## src/rtl/trisc_mem_pkg.sv

```systemverilog
// Shared encodings and defaults for the TRISC memory arbiter.
package trisc_mem_pkg;

   localparam int unsigned AW_DEF     = 5;
   localparam int unsigned DW_DEF     = 8;
   localparam int unsigned RD_LAT_MAX = 4;

   localparam logic GRANT_CPU = 1'b0;
   localparam logic GRANT_LDR = 1'b1;

   typedef enum logic [1:0] {
      ST_IDLE   = 2'b00,
      ST_ACCESS = 2'b01,
      ST_WAIT   = 2'b10,
      ST_DONE   = 2'b11
   } arb_state_t;

endpackage

```

## src/rtl/rr_arb2.sv

```systemverilog
// Two-way round-robin pick; force1 restricts eligibility to requester 1.
module rr_arb2
   import trisc_mem_pkg::*;
(
   input  logic req0,
   input  logic req1,
   input  logic last,
   input  logic force1,
   output logic gnt,
   output logic valid
);

   always_comb begin
      gnt   = GRANT_CPU;
      valid = 1'b0;
      if (force1) begin
         gnt   = GRANT_LDR;
         valid = req1;
      end else if (req0 && req1) begin
         gnt   = (last == GRANT_CPU) ? GRANT_LDR : GRANT_CPU;
         valid = 1'b1;
      end else begin
         gnt   = req1 ? GRANT_LDR : GRANT_CPU;
         valid = req0 | req1;
      end
   end

endmodule

```

## src/rtl/trisc_mem_arbiter.sv

```systemverilog
// Shares the single-port TRISC memory between the CPU controller and the loader:
// latches the granted request, drives strobes, times the read and pulses ack.
module trisc_mem_arbiter
   import trisc_mem_pkg::*;
#(
   parameter int unsigned AW     = AW_DEF,
   parameter int unsigned DW     = DW_DEF,
   parameter int unsigned RD_LAT = 1
) (
   input  logic          clk,
   input  logic          CLR,
   input  logic          cpu_req,
   input  logic          cpu_we,
   input  logic [AW-1:0] cpu_addr,
   input  logic [DW-1:0] cpu_wdata,
   output logic          cpu_ack,
   output logic [DW-1:0] cpu_rdata,
   input  logic          ldr_req,
   input  logic          ldr_we,
   input  logic [AW-1:0] ldr_addr,
   input  logic [DW-1:0] ldr_wdata,
   output logic          ldr_ack,
   output logic [DW-1:0] ldr_rdata,
   input  logic          ldr_mode,
   output logic [AW-1:0] mem_addr,
   output logic [DW-1:0] mem_wdata,
   output logic          mem_we,
   output logic          mem_re,
   input  logic [DW-1:0] mem_rdata,
   output logic          busy,
   output logic          grant_id
);

   localparam int unsigned CW = $clog2(RD_LAT_MAX);

   if (RD_LAT < 1 || RD_LAT > RD_LAT_MAX) begin : g_bad_rd_lat
      $error("trisc_mem_arbiter: RD_LAT=%0d outside 1..%0d", RD_LAT, RD_LAT_MAX);
   end

   arb_state_t    state;
   logic          last_grant;
   logic          we_q;
   logic [CW-1:0] cnt;

   logic          arb_gnt;
   logic          arb_valid;
   logic          sel_we;
   logic [AW-1:0] sel_addr;
   logic [DW-1:0] sel_wdata;

   rr_arb2 u_rr_arb2 (
      .req0   (cpu_req),
      .req1   (ldr_req),
      .last   (last_grant),
      .force1 (ldr_mode),
      .gnt    (arb_gnt),
      .valid  (arb_valid)
   );

   // Request payload of whichever side the arbiter picks this cycle.
   always_comb begin
      sel_we    = cpu_we;
      sel_addr  = cpu_addr;
      sel_wdata = cpu_wdata;
      if (arb_gnt == GRANT_LDR) begin
         sel_we    = ldr_we;
         sel_addr  = ldr_addr;
         sel_wdata = ldr_wdata;
      end
   end

   always_ff @(posedge clk or posedge CLR) begin
      if (CLR) begin
         state      <= ST_IDLE;
         last_grant <= GRANT_LDR;
         we_q       <= 1'b0;
         cnt        <= '0;
         cpu_ack    <= 1'b0;
         ldr_ack    <= 1'b0;
         cpu_rdata  <= '0;
         ldr_rdata  <= '0;
         mem_addr   <= '0;
         mem_wdata  <= '0;
         mem_we     <= 1'b0;
         mem_re     <= 1'b0;
         busy       <= 1'b0;
         grant_id   <= GRANT_CPU;
      end else begin
         cpu_ack <= 1'b0;
         ldr_ack <= 1'b0;
         case (state)
            ST_IDLE: begin
               if (arb_valid) begin
                  state      <= ST_ACCESS;
                  busy       <= 1'b1;
                  grant_id   <= arb_gnt;
                  last_grant <= arb_gnt;
                  we_q       <= sel_we;
                  mem_addr   <= sel_addr;
                  mem_wdata  <= sel_wdata;
                  mem_we     <= sel_we;
                  mem_re     <= ~sel_we;
               end
            end
            ST_ACCESS: begin
               mem_we <= 1'b0;
               mem_re <= 1'b0;
               if (we_q) begin
                  state <= ST_DONE;
                  if (grant_id == GRANT_CPU) cpu_ack <= 1'b1;
                  else                       ldr_ack <= 1'b1;
               end else begin
                  state <= ST_WAIT;
                  cnt   <= CW'(RD_LAT - 1);
               end
            end
            ST_WAIT: begin
               // Last wait cycle: read data is valid now, capture for the owner only.
               if (cnt == '0) begin
                  state <= ST_DONE;
                  if (grant_id == GRANT_CPU) begin
                     cpu_rdata <= mem_rdata;
                     cpu_ack   <= 1'b1;
                  end else begin
                     ldr_rdata <= mem_rdata;
                     ldr_ack   <= 1'b1;
                  end
               end else begin
                  cnt <= cnt - CW'(1);
               end
            end
            ST_DONE: begin
               state <= ST_IDLE;
               busy  <= 1'b0;
            end
            default: begin
               state <= ST_IDLE;
               busy  <= 1'b0;
            end
         endcase
      end
   end

endmodule

```

## config.mk

```make
export PLATFORM = sky130hd
export DESIGN_NAME = trisc_mem_arbiter
export DESIGN_NICKNAME = d
export VERILOG_FILES = /design/src/rtl/trisc_mem_pkg.sv /design/src/rtl/rr_arb2.sv /design/src/rtl/trisc_mem_arbiter.sv
export SDC_FILE = /design/constraint.sdc
export NUM_CORES = 1
export LEC_CHECK = 0
export ABC_AREA = 1
export BUFFER_PORTS_ARGS = -buffer_cell sky130_fd_sc_hd__buf_2
export CAP_MARGIN = 10
export CORE_MARGIN = 2
export CORE_UTILIZATION = 40
export DETAILED_ROUTE_END_ITERATION = 8
export PLACE_DENSITY = 0.68
export SETUP_SLACK_MARGIN = 0.05
export SLEW_MARGIN = 10
export SYNTH_ARGS = -nofsm -noshare
export SYNTH_HDL_FRONTEND = slang
export SYNTH_SLANG_ARGS = --single-unit
```

## constraint.sdc

```tcl
create_clock -name clk -period 2.75 [get_ports clk]
set_clock_uncertainty 0.05 [all_clocks]
set_input_delay 0.1375 -clock clk [delete_from_list [all_inputs] [get_ports clk]]
set_output_delay 0.1375 -clock clk [all_outputs]
set_load 0.05 [all_outputs]
```

# [Yosys cells after proc, flatten, opt, wreduce, memory -nomap -nowiden]
# Cells that the tools add are included.
[word_totals] in_bits=41 word_cells=68 out_inout_bits=35 register_bits=41
[op_classes] n_reduce_logical=13 mux=30 n_bitwise=3 n_eq_ne=7 addsub=1
[ops] operator="$mux W1" count=17
[ops] operator="$pmux W1 S2" count=5
[ops] operator="$reduce_and A3 Y1" count=3
[ops] operator="$mux W2" count=4
[ops] operator="$mux W8" count=1
[ops] operator="$ne A2 B2 Y1 const B" count=4
[ops] operator="$pmux W2 S4" count=1
[ops] operator="$reduce_and A2 Y1" count=4
[ops] operator="$reduce_bool A2 Y1" count=3
[ops] operator="$mux W5" count=1
[ops] operator="$eq A2 B2 Y1 const B" count=2
[ops] operator="$logic_not A2 Y1" count=2
[ops] operator="$pmux W2 S2" count=1
[ops] operator="$eq A2 B1 Y1 const B" count=1
[ops] operator="$not A1 Y1" count=2
[ops] operator="$sub A2 B1 Y2 const B" count=1
[ops] operator="$logic_and A1 B1 Y1" count=1
[ops] operator="$or A1 B1 Y1" count=1

# [Depth between registers and ports, before layout]
[logic_depth] depth_word=7 depth_mapped=8 mapped_depth_nobuf=8

# [Hierarchy]
# From an unflattened synthesis, not the netlist that was laid out.
[unflattened] hier_cells=225 area_unflattened_um2=1999.4
[modules_own_cells] module="trisc_mem_arbiter" area_per_inst_um2=1968.1 seq_area_each_um2=1027.2 instances=1 cells_per_inst=217
[modules_own_cells] module="rr_arb2" area_per_inst_um2=31.3 seq_area_each_um2=0.0 instances=1 cells_per_inst=8

# [Worst setup path before layout]
# OpenSTA, ideal clock, no wires.
[synth_path] path_kind="reg-to-reg" start="register state[0]" end="register ldr_rdata[0]" synth_period_minus_slack_ns=1.420 setup_ns=0.127 slack_ns=1.330 n_path_buf=1 path_stages_with_launch=9 arrival_ns=1.243 t_required_ns=2.573 cell_sequence="dfrtp_1 > inv_1 > ha_1 > nand2_1 > inv_1 > nand2_1 > buf_6 > nand2_1 > o21ai_0"
[synth_via] elab_chain_len=2
[synth_rtl] item="start: declaration" line="trisc_mem_arbiter.sv:40" text="arb_state_t state;"
[synth_rtl] item="start signal: assignment" line="trisc_mem_arbiter.sv:74" text="state <= ST_IDLE;"
[synth_rtl] item="start signal: assignment" line="trisc_mem_arbiter.sv:94" text="state <= ST_ACCESS;"
[synth_rtl] item="start signal: assignment" line="trisc_mem_arbiter.sv:109" text="state <= ST_DONE;"
[synth_rtl] item="$eq A2 B2 Y1" line="trisc_mem_arbiter.sv:91" text="case (state)"
[synth_rtl] item="$reduce_and A3 Y1 (no source line)"
[synth_rtl] item="end signal: assignment" line="trisc_mem_arbiter.sv:125" text="ldr_rdata <= mem_rdata;"
[synth_rtl] item="end: declaration" line="trisc_mem_arbiter.sv:23" text="output logic [DW-1:0] ldr_rdata,"
# No other way between the ends.
# A chain may end at the register's enable or synchronous reset.

# [Final worst setup path]
[layout_path] start="register state[0]" end="register cpu_rdata[6]"
[layout_via] elab_chain_len=2
[layout_rtl] item="$eq A2 B2 Y1" line="trisc_mem_arbiter.sv:91"
[layout_rtl] item="$reduce_and A3 Y1 (no source line)"
[layout_rtl] item="end signal: assignment" line="trisc_mem_arbiter.sv:122" text="cpu_rdata <= mem_rdata;"
[layout_rtl] item="end: declaration" line="trisc_mem_arbiter.sv:17" text="output logic [DW-1:0] cpu_rdata,"
# No other way between the ends.

==> impl_metrics.env <==
export IMPL_outcome="completed"
export IMPL_synth_top_family_by_area="simple AND/OR/NAND/NOR gates"
export IMPL_wl_per_cell_um=10.6
export IMPL_cts_resized=0
export IMPL_relSlewSlack=0.669
export IMPL_r2r_end="cpu_rdata[6]"
export IMPL_yosysUniqueCellTypes=20
export IMPL_rsz0062_at_grt="no"
export IMPL_hold_start="ldr_wdata[6]"
export IMPL_drive_gt1_frac=0.312
export IMPL_gr_usage_met2=0.246
export IMPL_fp_row_count=25
export IMPL_gp_congestion=0.765
export IMPL_synth_common_cells="nand2_1, dfrtp_1, inv_1"
export IMPL_r2r_start="state[0]"
export IMPL_cts_tree="yes"
export IMPL_grt_pass1_vias=1511
export IMPL_finalSetupViolations=0
export IMPL_cp_arrival_ns=1.73
export IMPL_port_buffers=75
export IMPL_report_final_hold_viol_count=0
export IMPL_initial_core_util=0.415
export IMPL_regToRegSetupSlack_ns=1.12
export IMPL_area_delta_synth_final_pct=24.7
export IMPL_via_count=1652
export IMPL_worstSetupEndpointType="flip-flop"
export IMPL_critical_path_required_ns=2.85
export IMPL_yosysMostFrequentCell="nand2_1"
export IMPL_synth_top_flop_cell="dfrtp_1"
export IMPL_syn_nets=279
export IMPL_cp_start_kind="flip-flop"
export IMPL_yosys_area_share_simple=0.204
export IMPL_met1_usage=0.199
export IMPL_maxCapViolations=0
export IMPL_hpwl_mm=2.89
export IMPL_synth_seq_cells=41
export IMPL_max_freq_mhz=615
export IMPL_clock_path_buffers=2
export IMPL_overflow=0
export IMPL_antenna_found_initial=0
export IMPL_nets=357
export IMPL_ctsRootBufferMaster="clkbuf_8"
export IMPL_yosys_warnings=0
export IMPL_drv_slew=0
export IMPL_die_w_um=73.7
export IMPL_critPathKind="reg2reg"
export IMPL_ys_seq_area_frac=0.528
export IMPL_pre_cts_ws_ns=1.11
export IMPL_clk_pin_slew_ns=0.08
export IMPL_cts_num_sinks=41
export IMPL_hold_class="in2reg"
export IMPL_top_usage_layer="met2"
export IMPL_grt_max_degree=42
export IMPL_syn_area_um2=1950
export IMPL_synth_top_area_cell="dfrtp_1"
export IMPL_reg2reg_depth=7
export IMPL_synth_edf_count=0
export IMPL_yosys_area_top_type_share=0.514
export IMPL_grt_use_total=0.155
export IMPL_syn_inst=232
export IMPL_synth_area_leaders="dfrtp_1, nand2_1, inv_1, o21ai_0, ha_1"
export IMPL_ant_nets=0
export IMPL_cts_setup_buffers=0
export IMPL_die_area_um2=5440
export IMPL_numCtsBuffers=5
export IMPL_period_needed_ns=1.63
export IMPL_powerDensity_nw_per_um2=1340
export IMPL_worst_pin_slew_ns=0.497
export IMPL_die_h_um=73.7
export IMPL_syn_area_per_cell_um2=8.39
export IMPL_synth_fa_ha_area_frac=0.0386
export IMPL_clk_latency_ns=0.28
export IMPL_vias_per_cell=4.53
export IMPL_finalCritPeriodShare=0.591
export IMPL_antenna_cells=0
export IMPL_critical_path_max_fanout=16
export IMPL_firstDrtPassIters=4
export IMPL_whs_path_depth=3
export IMPL_drc_errors=0
export IMPL_coreArea_um2=4690
export IMPL_finalSetupTns_ns=0
export IMPL_synth_async_reset_ratio=1.00
export IMPL_synth_xor_area_frac=0
export IMPL_grtUsageMet3=0.0453
export IMPL_synth_compound_area_frac=0.124
export IMPL_ctsHoldBuffers=1
export IMPL_p_leak_nw=1.38
export IMPL_htreeDepth=2
export IMPL_finalWorstSetupSlack_ns=1.12
export IMPL_drtIter0Drc=62
export IMPL_routed_wirelength_mm=3.86
export IMPL_grt_pass1_wl_mm=6.53
export IMPL_io_pin_count=76
export IMPL_peakVddDrop_mv=0.557
export IMPL_min_to="mem_wdata[6]"
export IMPL_synthMuxAreaShare=0
[metrics by stage]
stage | total power (W) | hold WS (ns) | utilization | instance area [um2] | std cells
CTS | 0.00330 | 0.0486 | 0.517 | 2430 | 365
global placement | 0.00288 | 0.240 | 0.497 | 2330 | 356
global route | 0.00350 | 0.0519 | 0.517 | 2430 | 365
detailed placement | 0.00290 | 0.245 | 0.497 | 2330 | 356
finish | 0.00325 | 0.0503 | 0.517 | 2430 | 365
floorplan | 0.00253 | 0.244 | - | 1950 | 232
[registers in the layout, indices dropped and copies added (netlist names), 2 cells and up]
register	cells
mem_wdata	8
state	2
mem_addr	5
cnt	2
ldr_rdata	8
cpu_rdata	8
[cell families after synthesis]
logic type      count (synthesis)
compound gates                 41
buf+inv                        42
fa+ha+maj                       6
flops                          41
simple gates                  102
[layout make-up]
class / instances / area (um2)
flip-flops and latches: 41 / 1030
repair buffers: 78 / 400
clock inverters: 3 / 17.5
fillers: 458 / 2270
well taps: 54 / 67.6
clock buffers: 5 / 68.8
inverters: 35 / 131
multi-input cells: 149 / 713
[how the worst max path moves through the flow]
stage | slack (ns) | to | startpoint
floorplan | 1.33 | ldr_rdata[0] | state[0]
global placement | 1.16 | ldr_rdata[5] | state[0]
detailed placement | 1.11 | cpu_rdata[6] | state[0]
CTS | 1.09 | cpu_rdata[6] | state[0]
global route | 0.91 | ldr_rdata[0] | state[0]
finish | 1.12 | cpu_rdata[6] | state[0]
[worst max-delay path: stages, from the launching register on]
cell	delay, ns
dfrtp_1	0.42
inv_1	0.13
ha_1	0.23
nand2_1	0.06
inv_1	0.08
nand2_1	0.27
nand2_1	0.14
o21ai_0	0.10
[placed cells by master (no fill, tap or decap), drive strengths merged]
cell type,synthesis,routed
o22ai,1,1
o21ai,36,36
clkinvlp,0,1
nor2,18,18
o211ai,1,1
clkbuf,0,5
nand2,77,77
buf,7,77
inv,35,35
a21boi,1,1
dlygate4sd3,0,1
nand3,7,7
clkinv,0,2
dfstp,1,1
ha,6,6
dfrtp,40,40
a21oi,2,2
[power by group]
group	switching [W]	internal, W
Clock	0.000203	0.000175
Sequential	0.000153	0.000891
Combinational	0.00140	0.000437
[metal layers]
| layer | wire (um) | vias up | share of wire |
|---|---|---|---|
| li1 | - | 866 | - |
| met1 | 1820 | 714 | 0.47 |
| met2 | 1690 | 65 | 0.44 |
| met3 | 298 | 7 | 0.077 |
| met4 | 51 | 0 | 0.013 |
| met5 | 0 | - | 0 |
(Power assumes the default switching activity.)
